$ cat config.mk
export PLATFORM = sky130hd
export DESIGN_NAME = bmem_line_adapter
export DESIGN_NICKNAME = d
export VERILOG_FILES = /design/src/rtl/bmem_line_adapter.sv
export SDC_FILE = /design/constraint.sdc
export NUM_CORES = 1
export LEC_CHECK = 0
export BUFFER_PORTS_ARGS = -buffer_cell sky130_fd_sc_hd__clkbuf_2
export CAP_MARGIN = 5
export CORE_MARGIN = 4
export CORE_UTILIZATION = 30
export DETAILED_ROUTE_END_ITERATION = 8
export GPL_TIMING_DRIVEN = 1
export PLACE_DENSITY = 0.45
export SLEW_MARGIN = 30
export SYNTH_ARGS = -nofsm -noshare
export SYNTH_HDL_FRONTEND = slang
export SYNTH_SLANG_ARGS = --single-unit
$ cat constraint.sdc
create_clock -name clk -period 3.2 [get_ports clk]
set_input_delay 0.64 -clock clk [delete_from_list [all_inputs] [get_ports clk]]
set_output_delay 0.64 -clock clk [all_outputs]
set_load 0.01 [all_outputs]
$ cat src/rtl/bmem_line_adapter.sv
// bmem_line_adapter: initiator side of the burst-memory interface.
// Turns single-cycle cache-line read/write requests into 4-beat bursts on the
// bmem bus, packs/unpacks beats and returns a one-cycle line_resp pulse.
// Optional watchdog: define BMEM_LINE_ADAPTER_WDOG_EN to enable a stall
// counter that sets a sticky error and forces completion after WDOG_CYCLES.
module bmem_line_adapter #(
   parameter int ADDR_WIDTH  = 32,
   parameter int LINE_WIDTH  = 256,
   parameter int BEAT_WIDTH  = 64,
   parameter int WDOG_CYCLES = 1024
) (
   input  logic                  clk,
   input  logic                  rst,
   input  logic [ADDR_WIDTH-1:0] line_address,
   input  logic                  line_read,
   input  logic                  line_write,
   input  logic [LINE_WIDTH-1:0] line_wdata,
   output logic [LINE_WIDTH-1:0] line_rdata,
   output logic                  line_resp,
   output logic [ADDR_WIDTH-1:0] bmem_address,
   output logic                  bmem_read,
   output logic                  bmem_write,
   output logic [BEAT_WIDTH-1:0] bmem_wdata,
   input  logic [BEAT_WIDTH-1:0] bmem_rdata,
   input  logic                  bmem_resp,
   output logic                  error
);

   localparam int BEATS = LINE_WIDTH / BEAT_WIDTH;
   localparam int CNT_W = (BEATS > 1) ? $clog2(BEATS) : 1;
   localparam int OFFS  = $clog2(LINE_WIDTH / 8);
   localparam logic [CNT_W-1:0] LAST_BEAT = CNT_W'(BEATS - 1);

   typedef enum logic [2:0] {
      IDLE     = 3'd0,
      RD_REQ   = 3'd1,
      RD_BURST = 3'd2,
      WR_BURST = 3'd3,
      WR_WAIT  = 3'd4,
      DONE     = 3'd5
   } state_t;

   state_t                  state_q, state_d;
   logic [CNT_W-1:0]        count_q, count_d;
   logic [ADDR_WIDTH-1:0]   addr_q, addr_d;
   logic                    rd_q, rd_d;
   logic                    wr_q, wr_d;
   logic [BEAT_WIDTH-1:0]   wdata_q, wdata_d;
   logic [LINE_WIDTH-1:0]   wbuf_q, wbuf_d;
   logic [LINE_WIDTH-1:0]   rdbuf_q, rdbuf_d;
   logic [LINE_WIDTH-1:0]   rdata_q, rdata_d;
   logic                    resp_q, resp_d;

   logic [ADDR_WIDTH-1:0]   aligned_addr;
   logic [CNT_W-1:0]        cnt_inc;
   logic [LINE_WIDTH-1:0]   rd_merged;
   logic [BEAT_WIDTH-1:0]   wbeat [BEATS];
   logic                    timeout;
   logic                    unused_addr;

   // Offset bits inside the line are deliberately dropped.
   assign unused_addr = ^line_address[OFFS-1:0];
   assign cnt_inc     = count_q + CNT_W'(1);

   // Line-aligned burst address: clear the byte-in-line offset.
   always_comb begin
      aligned_addr = line_address;
      aligned_addr[OFFS-1:0] = '0;
   end

   // Per-beat views: write beats sliced out of the latched line, and the read
   // line with the incoming beat dropped into the slot addressed by count_q.
   for (genvar gi = 0; gi < BEATS; gi++) begin : g_beat
      localparam logic [CNT_W-1:0] SLOT = CNT_W'(gi);
      assign wbeat[gi] = wbuf_q[gi*BEAT_WIDTH +: BEAT_WIDTH];
      assign rd_merged[gi*BEAT_WIDTH +: BEAT_WIDTH] =
         (count_q == SLOT) ? bmem_rdata : rdbuf_q[gi*BEAT_WIDTH +: BEAT_WIDTH];
   end

   // Next-state and registered-output logic of the burst sequencer.
   always_comb begin
      state_d = state_q;
      count_d = count_q;
      addr_d  = addr_q;
      rd_d    = rd_q;
      wr_d    = wr_q;
      wdata_d = wdata_q;
      wbuf_d  = wbuf_q;
      rdbuf_d = rdbuf_q;
      rdata_d = rdata_q;
      resp_d  = 1'b0;
      unique case (state_q)
         IDLE: begin
            // Read has priority; a simultaneous write is simply not taken.
            if (line_read) begin
               addr_d  = aligned_addr;
               rd_d    = 1'b1;
               count_d = '0;
               state_d = RD_REQ;
            end else if (line_write) begin
               addr_d  = aligned_addr;
               wbuf_d  = line_wdata;
               wr_d    = 1'b1;
               wdata_d = line_wdata[BEAT_WIDTH-1:0];
               count_d = '0;
               state_d = WR_BURST;
            end
         end
         RD_REQ: begin
            if (bmem_resp) begin
               rdbuf_d = rd_merged;
               rd_d    = 1'b0;
               count_d = cnt_inc;
               state_d = RD_BURST;
            end
         end
         RD_BURST: begin
            // A gap in bmem_resp just holds the count.
            if (bmem_resp) begin
               rdbuf_d = rd_merged;
               count_d = cnt_inc;
               if (count_q == LAST_BEAT) begin
                  rdata_d = rd_merged;
                  resp_d  = 1'b1;
                  count_d = '0;
                  state_d = DONE;
               end
            end
         end
         WR_BURST: begin
            count_d = cnt_inc;
            wdata_d = wbeat[cnt_inc];
            if (count_q == LAST_BEAT) begin
               wr_d    = 1'b0;
               wdata_d = '0;
               count_d = '0;
               state_d = WR_WAIT;
            end
         end
         WR_WAIT: begin
            if (bmem_resp) begin
               resp_d  = 1'b1;
               state_d = DONE;
            end
         end
         DONE: begin
            state_d = IDLE;
         end
         default: begin
            state_d = IDLE;
         end
      endcase
      // A stalled responder is abandoned and the requester released.
      if (timeout) begin
         rd_d    = 1'b0;
         resp_d  = 1'b1;
         count_d = '0;
         state_d = DONE;
      end
   end

   // State and output registers.
   always_ff @(posedge clk or negedge rst) begin
      if (!rst) begin
         state_q <= IDLE;
         count_q <= '0;
         addr_q  <= '0;
         rd_q    <= 1'b0;
         wr_q    <= 1'b0;
         wdata_q <= '0;
         wbuf_q  <= '0;
         rdbuf_q <= '0;
         rdata_q <= '0;
         resp_q  <= 1'b0;
      end else begin
         state_q <= state_d;
         count_q <= count_d;
         addr_q  <= addr_d;
         rd_q    <= rd_d;
         wr_q    <= wr_d;
         wdata_q <= wdata_d;
         wbuf_q  <= wbuf_d;
         rdbuf_q <= rdbuf_d;
         rdata_q <= rdata_d;
         resp_q  <= resp_d;
      end
   end

`ifdef BMEM_LINE_ADAPTER_WDOG_EN
   localparam int WD_W = $clog2(WDOG_CYCLES + 1);

   logic [WD_W-1:0] wdog_q, wdog_d;
   logic            error_q, error_d;
   logic            wd_busy;

   // Stall detection: expire on the last quiet cycle of the window.
   always_comb begin
      wd_busy = (state_q == RD_REQ) || (state_q == RD_BURST) || (state_q == WR_WAIT);
      timeout = wd_busy && !bmem_resp && (wdog_q == WD_W'(WDOG_CYCLES - 1));
   end

   // Counter restarts on any responder activity or state change.
   always_comb begin
      wdog_d  = wdog_q + WD_W'(1);
      if (!wd_busy || bmem_resp || (state_d != state_q)) begin
         wdog_d = '0;
      end
      error_d = error_q | timeout;
   end

   // Watchdog count and sticky error flag.
   always_ff @(posedge clk or negedge rst) begin
      if (!rst) begin
         wdog_q  <= '0;
         error_q <= 1'b0;
      end else begin
         wdog_q  <= wdog_d;
         error_q <= error_d;
      end
   end

   assign error = error_q;
`else
   logic unused_wdog;
   assign unused_wdog = ^32'(WDOG_CYCLES);
   assign timeout     = 1'b0;
   assign error       = 1'b0;
`endif

   assign line_rdata   = rdata_q;
   assign line_resp    = resp_q;
   assign bmem_address = addr_q;
   assign bmem_read    = rd_q;
   assign bmem_write   = wr_q;
   assign bmem_wdata   = wdata_q;

endmodule

=== Word-level counts from Yosys, hierarchy flattened ===
Cells that the tools add are included.

* Bitwise operators: 2
* Magnitude comparators: 1
* $add $sub $neg: 1
* Multiplexer cells: 38
* Reductions and logical operators: 16
* Equality and inequality tests: 16

{| class="wikitable"
|+ Operator list
! operator !! number
|-
| two-way mux 64 bit || 9
|-
| binary-select mux 64 bit (select 2 bit) || 1
|-
| one-hot mux 64 bit (2 select lines) || 1
|-
| two-way mux 32 bit || 2
|-
| two-way mux 3 bit || 7
|-
| != test 2 bit, second input constant || 8
|-
| one-hot mux 3 bit (5 select lines) || 1
|-
| AND reduction 3 bit || 4
|-
| two-way mux 2 bit || 5
|-
| two-way mux 1 bit || 8
|-
| one-hot mux 2 bit (4 select lines) || 1
|-
| AND reduction 4 bit || 2
|-
| == test 3 x 2 -> 1 bit, second input constant || 2
|-
| one-hot mux 1 bit (2 select lines) || 3
|-
| AND reduction 6 bit || 1
|-
| nonzero test 2 bit || 3
|-
| == test 2 bit, second input constant || 2
|-
| AND reduction 2 bit || 2
|-
| nonzero test 4 bit || 1
|-
| == test 3 x 1 -> 1 bit, second input constant || 1
|-
| == test 3 bit, second input constant || 1
|-
| greater-or-equal comparator 3 bit, second input constant || 1
|-
| logical NOT 3 bit || 1
|-
| != test 3 bit, second input constant || 1
|-
| other kinds (6) || 6
|}

* Output and inout port bits: 356
* Register bits after elaboration: 872
* Logic and storage cells: 84
* Input port bits: 357

=== Logic depth before layout (Yosys ltp) ===
Gate-level depths: netlist (run 1).

* Depth in word-level cells: 7
* Mapped depth: 8
* Depth with buffers taken out: 5

=== Worst setup path after synthesis (run 1) ===
No wires, ideal clock.

* Kind: in2reg
* Start point: input port line_read
* End point: register wbuf_q[100]
* Path slack: 1.132 ns
* Path buffers: 2
* Arrival: 1.943 ns
* Data required time: 3.075 ns
* Cell stages on the path: 5
* Library setup time: 0.125 ns
* Path through: or4b_4 -> nor2_8 -> buf_12 -> buf_12 -> mux2_4

* Longest elaborated chain between the ends: 2

{| class="wikitable"
|+ RTL lines
! item !! line !! RTL
|-
| from (decl) || 15 || <nowiki>input logic line_read,</nowiki>
|-
| NOT 1 bit (no source line) || n/a ||
|-
| AND reduction 3 bit (no source line) || n/a ||
|-
| to (signal assigned) || 182 || <nowiki>wbuf_q <= wbuf_d;</nowiki>
|-
| to (decl) || 49 || <nowiki>logic [LINE_WIDTH-1:0] wbuf_q, wbuf_d;</nowiki>
|}

No other way between the ends.
A chain may end at the register's enable or synchronous reset.

=== Worst setup path after layout (run 1) ===
* Start point: register count_q[0]
* End point: register rdata_q[119] (netlist: line_rdata[119])

* Longest elaborated chain between the ends: 2
* Elaborated cells on any way between the ends: 4
* Those cells by class: 2 x eq/ne; 1 x mux; 1 x reduce/logical

{| class="wikitable"
|+ RTL lines
! item !! line !! RTL
|-
| from (decl) || 44 || <nowiki>logic [CNT_W-1:0] count_q, count_d;</nowiki>
|-
| from (signal assigned) || 177 || <nowiki>count_q <= count_d;</nowiki>
|-
| == test 2 bit or == test 2 x 1 -> 1 bit (tied branches) || 122, 77 ||
|-
| AND reduction 3 bit (no source line) or two-way mux 64 bit (tied branches) || n/a ||
|-
| to (signal assigned) || 184 || <nowiki>rdata_q <= rdata_d;</nowiki>
|-
| to (decl) || 51 || <nowiki>logic [LINE_WIDTH-1:0] rdata_q, rdata_d;</nowiki>
|}

Several ways; a longest one is shown, not always the timed one.

==> flow_metrics.tcl, run 1 <==
set metrics [dict create \
    outcome "finished clean" \
    synth_top_family_by_area "multiplexers" \
    synthDistinctLibCells 46 \
    cts_tree "built" \
    grt_usage_pct 17.18 \
    finalHoldViolCount 0 \
    vdd_ir_drop_max_mv 0.5165 \
    gp_congestion 0.8063 \
    synth_top_cell_by_area "dfrtp_1" \
    grt_pass1_wl_um 160100 \
    route.detailed.wl_per_inst_um 23.78 \
    rsz0062_at_grt "no" \
    grt_overflow_total 0 \
    avgSynthCellArea_um2 16.11 \
    synth-simple-area-share_pct 0.5971 \
    synth_edf_count 0 \
    hold_buffers 0 \
    fp.dieH_um 351.6 \
    power_mw 49.09 \
    max-cap-violations 0 \
    antenna_found_initial 39 \
    skew_ns 0.03974 \
    viasPerCell 4.763 \
    fin_nets 3287 \
    final_area_mm2 0.04415 \
    clk_pin_slew_ns 0.06 \
    worstPathRequired_ns 3.75 \
    async_flop_share_pct 100.0 \
    fp.dieArea_mm2 0.1236 \
    hold_slack_ns 0.06205 \
    dp_hpwl_um 74310 \
    fillers 11150 \
    first_pass_iters 7 \
    synth.top_cell.area_share_pct 56.74 \
    numCtsBuffers 95 \
    dp_cells 4353 \
    path_max_fanout 82 \
    final_cells 4553 \
    setup_viol 0 \
    std_cell_rows 125 \
    max_freq_ghz 0.4070 \
    fin_crit_ns 2.457 \
    worstMarginPinSlew_ns 0.8971 \
    die-width_um 351.6 \
    cts.sinks 803 \
    vias 21690 \
    seq_area_frac_synth_pct 56.74 \
    synth_area_mm2 0.03542 \
    hold_class "in2async" \
    ys.flop_type "dfrtp_1" \
    fin_util_pct 37.84 \
    synth_compound_area_share_pct 3.992 \
    worst_slack_ns 0.7429 \
    path_class "reg2reg" \
    grt_start_max_net_pins 83 \
    cts_setup_buffers 0 \
    finalSetupTns_ns 0 \
    drt-initial-drc-count 1048 \
    synthAdderAreaFrac_pct 0.1413 \
    p_per_area_mw_per_mm2 1112 \
    postRouteWirelength_um 108300 \
    drcViolationCount 0 \
    first_global_vias 24090 \
    seqCellArea_mm2 0.02009 \
    h-tree-depth 3 \
    preCtsSetupSlack_ns 0.5467 \
    clk_latency_ns 0.68 \
    syn_inst 2199 \
    core_mm2 0.1167 \
    muxShareOfSynthArea_pct 35.14 \
    ys_top_cells_by_area "dfrtp_1 57%, mux2_2 23%, mux2_4 8.5%" \
    synthXorXnorAreaFrac_pct 0.02473 \
    multi_input_area_mm2 0.01422 \
    cts_resized 0 \
    layout-area-overhead-vs-synth_pct 24.67 \
    cts_buffer_depth 3 \
    ys_ff_latch 803 \
    drive_gt1_share_pct 64.33 \
    synth_warnings 0 \
    arrival_ns 3.01 \
    leakagePower_nw 20.72 \
    slew_violations 0 \
    portBuffers 701 \
    end_kind "flip-flop" \
    dpl_cell_area_mm2 0.04090 \
    ant_nets 0 \
    relSlewSlack_pct 40.19 \
    cp-start-kind "flip-flop" \
    finalCritPeriodShare_pct 76.79 \
    num_io_pins 713 \
    cts-root-buf "clkbuf_16" \
    start_util_pct 30.35 \
]
## synthesized netlist by cell type (6+ instances only)
cell type	number
mux2_2	720
mux2i_1	130
buf_1	11
buf_6	7
mux2_4	200
buf_2	60
o221a_2	60
o221ai_1	64
clkbuf_1	47
buf_8	6
dfrtp_1	803
nor2b_1	6
buf_12	22
buf_4	6
## where the power goes
group | switching [mW] | total (mW) | internal, mW
clock network | 4.46 | 11.0 | 6.50
logic | 9.23 | 20.2 | 10.9
registers | 2.79 | 18.0 | 15.2
total | 16.5 | 49.1 | 32.6
## final timing paths
kind                                         start                     endpoint  slack [ns]  cells past startpoint
min                                            rst   line_rdata[60]$_DFFE_PN0P_        0.06                      1
min in group clk                   line_wdata[143]      wbuf_q[143]$_DFFE_PN0P_        0.19                      2
max in group asynchronous                      rst      wbuf_q[190]$_DFFE_PN0P_        2.17                      2
max                         count_q[0]$_DFFE_PN0P_  line_rdata[119]$_DFFE_PN0P_        0.74                      6
min reg2reg                wbuf_q[207]$_DFFE_PN0P_      wbuf_q[207]$_DFFE_PN0P_        0.50                      1
max reg2reg                 count_q[0]$_DFFE_PN0P_  line_rdata[119]$_DFFE_PN0P_        0.74                      6
## layer usage
layer	track usage (%)	up-vias	wire length, um
met5	0	-	91
met4	7.629	14	4011
met3	4.781	176	6763
met2	29.07	599	53940
met1	20.41	11280	43480
li1	-	9616	-
## cell usage in the layout, fill, tap and decap left out, drive strengths merged, types with 3 or more instances in the layout
cell type | Yosys | routed
clkinv | 0 | 18
mux2i | 130 | 130
diode | 0 | 32
o221a | 64 | 64
bufinv | 0 | 6
inv | 4 | 8
conb | 1 | 6
dfrtp | 803 | 803
o221ai | 64 | 64
a21oi | 5 | 5
nand2b | 5 | 5
nand2 | 4 | 4
ha | 4 | 4
clkbuf | 47 | 838
mux2 | 923 | 923
nand3 | 3 | 3
buf | 112 | 84
nor2b | 6 | 6
## logic make-up after synthesis
kind of cell               Yosys count
adders and majority gates            4
AOI/OAI and AO/OA                  144
muxes                             1053
xor gates and xnor gates             1
and+or+nand+nor                     30
buffers and inverters              163
other                                1
DFF                                803
## flip-flops by register name (all words and copies together), names as in the netlist
| signal | flops |
|---|---|
| bmem_address | 27 |
| bmem_read | 1 |
| bmem_wdata | 64 |
| bmem_write | 1 |
| count_q | 2 |
| line_rdata | 256 |
| line_resp | 1 |
| rdbuf_q | 192 |
| state_q | 3 |
| wbuf_q | 256 |
## layout make-up
type / count / area share (%)
well taps: 1524 / 4.319
flip-flops and latches: 803 / 45.51
clock buffers: 138 / 6.271
multi-input cells: 1238 / 32.20
inverters: 4 / 0.03401
clock inverters: 30 / 0.9097
repair buffers: 784 / 10.57
diodes: 32 / 0.1814
## worst max-delay path, stage by stage (launching register included)
cell      delay [ns]
dfrtp_1         0.45
ha_1            0.33
nor2b_1         0.19
nand4b_1        0.19
buf_12          0.27
buf_12          0.42
mux2_2          0.40
(Power assumes the default switching activity.)
==> inputs of run 2 (changes only) <==
--- a/config.mk
+++ b/config.mk
@@ -5,13 +5,14 @@
 export SDC_FILE = /design/constraint.sdc
 export NUM_CORES = 1
 export LEC_CHECK = 0
+export ABC_AREA = 1
 export BUFFER_PORTS_ARGS = -buffer_cell sky130_fd_sc_hd__clkbuf_2
 export CAP_MARGIN = 5
 export CORE_MARGIN = 4
 export CORE_UTILIZATION = 30
 export DETAILED_ROUTE_END_ITERATION = 8
 export GPL_TIMING_DRIVEN = 1
-export PLACE_DENSITY = 0.45
+export PLACE_DENSITY = 0.46
 export SLEW_MARGIN = 30
 export SYNTH_ARGS = -nofsm -noshare
 export SYNTH_HDL_FRONTEND = slang
==> constraint.sdc (replaced) <==
create_clock -name clk -period 2 [get_ports clk]
set_input_delay 0.4 -clock clk [delete_from_list [all_inputs] [get_ports clk]]
set_output_delay 0.4 -clock clk [all_outputs]
set_load 0.01 [all_outputs]
==> flow_metrics.tcl, run 2 <==
set metrics [dict create \
    outcome "finished clean" \
    portBuffers 701 \
    h-tree-depth 3 \
    synthDistinctLibCells 25 \
    synth.top_cell.area_share_pct 55.11 \
    antenna_found_initial 9 \
    async_flop_share_pct 100.0 \
    num_io_pins 713 \
    cp_slowest_cell "dfrtp_1" \
    worstPathRequired_ns 2.58 \
    ant_nets 0 \
    cts.sinks 867 \
    power_mw 80.81 \
    vdd_ir_drop_max_mv 1.021 \
    relSlewSlack_pct 44.67 \
    grt_pass1_wl_um 200100 \
    critical_path.top_delay_family "buffers and inverters" \
    finalCritPeriodShare_pct 94.46 \
    fillers 13360 \
    max-cap-violations 0 \
    final_cell_mix "1517 x nand2_1, 865 x dfrtp_1, 804 x inv_1" \
    ys_top_cells_by_area "dfrtp_1 55%, nand2_1 14%, o21ai_0 10%" \
    core_mm2 0.1300 \
    p_per_area_mw_per_mm2 1545 \
    avgSynthCellArea_um2 7.913 \
    syn_inst 4975 \
    die-width_um 370.2 \
    gp_congestion 0.7934 \
    yosysMostFrequentCell "nand2_1" \
    synth_edf_count 0 \
    path_class "reg2reg" \
    final_common_cell "nand2_1" \
    timing.rr.start "state_q[2]$_DFFE_PN0P_" \
    cp_num_cells 8 \
    route.detailed.wl_per_inst_um 16.85 \
    fp.dieH_um 370.2 \
    seq_area_frac_synth_pct 55.11 \
    cts-root-buf "clkbuf_16" \
    crit_path_frequent_cell "inv_1" \
    dp_hpwl_um 89500 \
    worstMarginPinSlew_ns 0.8300 \
    clk_pin_slew_ns 0.06 \
    path_buf_inv 4 \
    max_freq_ghz 0.5293 \
    std_cell_rows 132 \
    rsz0062_at_grt "yes" \
    ys_top_cells_by_count "1518 x nand2_1, 867 x dfrtp_1, 806 x inv_1" \
    drcViolationCount 0 \
    cp-start-kind "flip-flop" \
    finalSetupTns_ns 0 \
    slew_violations 0 \
    cts_tree "built" \
    skew_ns 0.03298 \
    arrival_ns 2.47 \
    path_cells "inv_1 -> nand2_1 -> inv_1 -> nand3_4 -> buf_4 -> buf_12 -> nor2_1 -> a21oi_1" \
    start_util_pct 30.29 \
    layout-area-overhead-vs-synth_pct 32.88 \
    first_pass_iters 5 \
    grt_usage_pct 18.68 \
    fin_nets 6308 \
    first_global_vias 33880 \
    leakagePower_nw 26.54 \
    setup.worst_path.start "state_q[2]$_DFFE_PN0P_" \
    fin_util_pct 40.24 \
    numCtsBuffers 104 \
    clk_latency_ns 0.71 \
    ys.flop_type "dfrtp_1" \
    r2r-end "wbuf_q[92]$_DFFE_PN0P_" \
    fp.dieArea_mm2 0.1371 \
    worst_path_largest_cell_delay_ns 0.43 \
    ys_ff_latch 867 \
    hold_class "in2reg" \
    cts_buffer_depth 3 \
    postRouteWirelength_um 131200 \
    viasPerCell 4.439 \
    ff2ff_path_depth 8 \
    grt_start_max_net_pins 130 \
    synth_top_cell_by_area "dfrtp_1" \
    synth_area_mm2 0.03937 \
    endpoint "wbuf_q[92]$_DFFE_PN0P_" \
    path_max_fanout 42 \
    synth_warnings 0 \
    setup_viol 0 \
    finalHoldViolCount 0 \
    drive_gt1_share_pct 17.94 \
    r2r_setup_slack_ns 0.11 \
    grt_overflow_total 0 \
    drt-initial-drc-count 2418 \
    fin_crit_ns 1.889 \
    end_kind "flip-flop" \
    vias 34540 \
]
==> run 2: changes by cell type in the layout (fill, tap and decap cells not counted), sizes merged, moves of 261 or more <==
| cell | before | now |
|---|---|---|
| mux2 | 923 | 0 |
| nor2 | 2 | 263 |
| nand2 | 4 | 1519 |
| o21ai | 1 | 802 |
| inv | 8 | 811 |
| dlygate4sd3 | 0 | 286 |
==> run 2: layout make-up <==
type                    count  area [um2]  share of cell area, %
clock inverters            39       530.5                  1.014
clock buffers             156        3158                  6.037
inverters                 809        3044                  5.819
well taps                1742        2180                  4.167
flip-flops and latches    867       21700                  41.48
multi-input cells        2997       12940                  24.73
repair buffers           1168        8750                  16.73
diodes                      4       10.01                0.01914
==> run 2: per-stage QoR <==
stage | hold WS (ns) | setup slack [ns] | instances | area [um2]
after floorplan | 0.1044 | -0.05899 | 4980 | 39400
final | 0.1188 | 0.1108 | 7782 | 52310
after global placement | 0.3173 | 0.06021 | 7287 | 45540
after detailed placement | 0.3171 | 0.04092 | 7287 | 45540
after CTS | 0.03775 | 0.03757 | 7768 | 52090
after global routing | 0.1150 | -0.03531 | 7780 | 52310
==> run 2: power by group <==
part / internal (mW) / total [mW] / switching (mW)
Combinational: 11.5 / 31.5 / 20.0
Clock: 12.1 / 20.1 / 8.02
Sequential: 25.4 / 29.2 / 3.78
Total: 49.0 / 80.8 / 31.8
==> run 2: logic make-up after synthesis <==
family,count (synthesis),share of synthesized area (%)
AO/OA/AOI/OAI,1062,13.54
adder cells (fa/ha/maj),4,0.1271
buffers and inverters,1116,12.31
flip-flops,867,55.11
other,1,0.009526
AND/OR/NAND/NOR,1925,18.90
==> run 2: worst min-delay path, stage by stage <==
cell      delay (ns)
clkbuf_2        0.12
nand2_1         0.05
o21ai_0         0.09
nand2_1         0.06
o21ai_0         0.06
==> run 2: how the worst min path moves through the flow <==
stage                               from  depth (start not counted)  slack [ns]                           end
after CTS                 bmem_rdata[14]                          5        0.04       rdbuf_q[14]$_DFFE_PN0P_
after floorplan                      rst                          0        0.10  bmem_address[10]$_DFFE_PN0P_
final                     bmem_rdata[25]                          5        0.12   line_rdata[153]$_DFFE_PN0P_
after global placement               rst                          1        0.32      rdbuf_q[201]$_DFFE_PN0P_
after global routing      bmem_rdata[43]                          5        0.12   line_rdata[171]$_DFFE_PN0P_
after detailed placement             rst                          1        0.32      rdbuf_q[201]$_DFFE_PN0P_
==> run 2: routing by layer <==
metal	vias to the layer above	track usage (%)	part of all wire [%]
met5	-	0	0.031
met4	8	5.398	2.2
met3	146	3.896	6.5
met2	963	29.29	45
met1	16230	26.05	46
li1	17190	-	-
==> run 2: timing repair <==
item / 4_1_cts / 5_1_grt
buffers inserted: 0 / 5
endpoints found under the hold margin: 646 / 0
gates resized for setup: 0 / 12
setup endpoints to repair: 0 / 95
hold buffers: 286 / 0
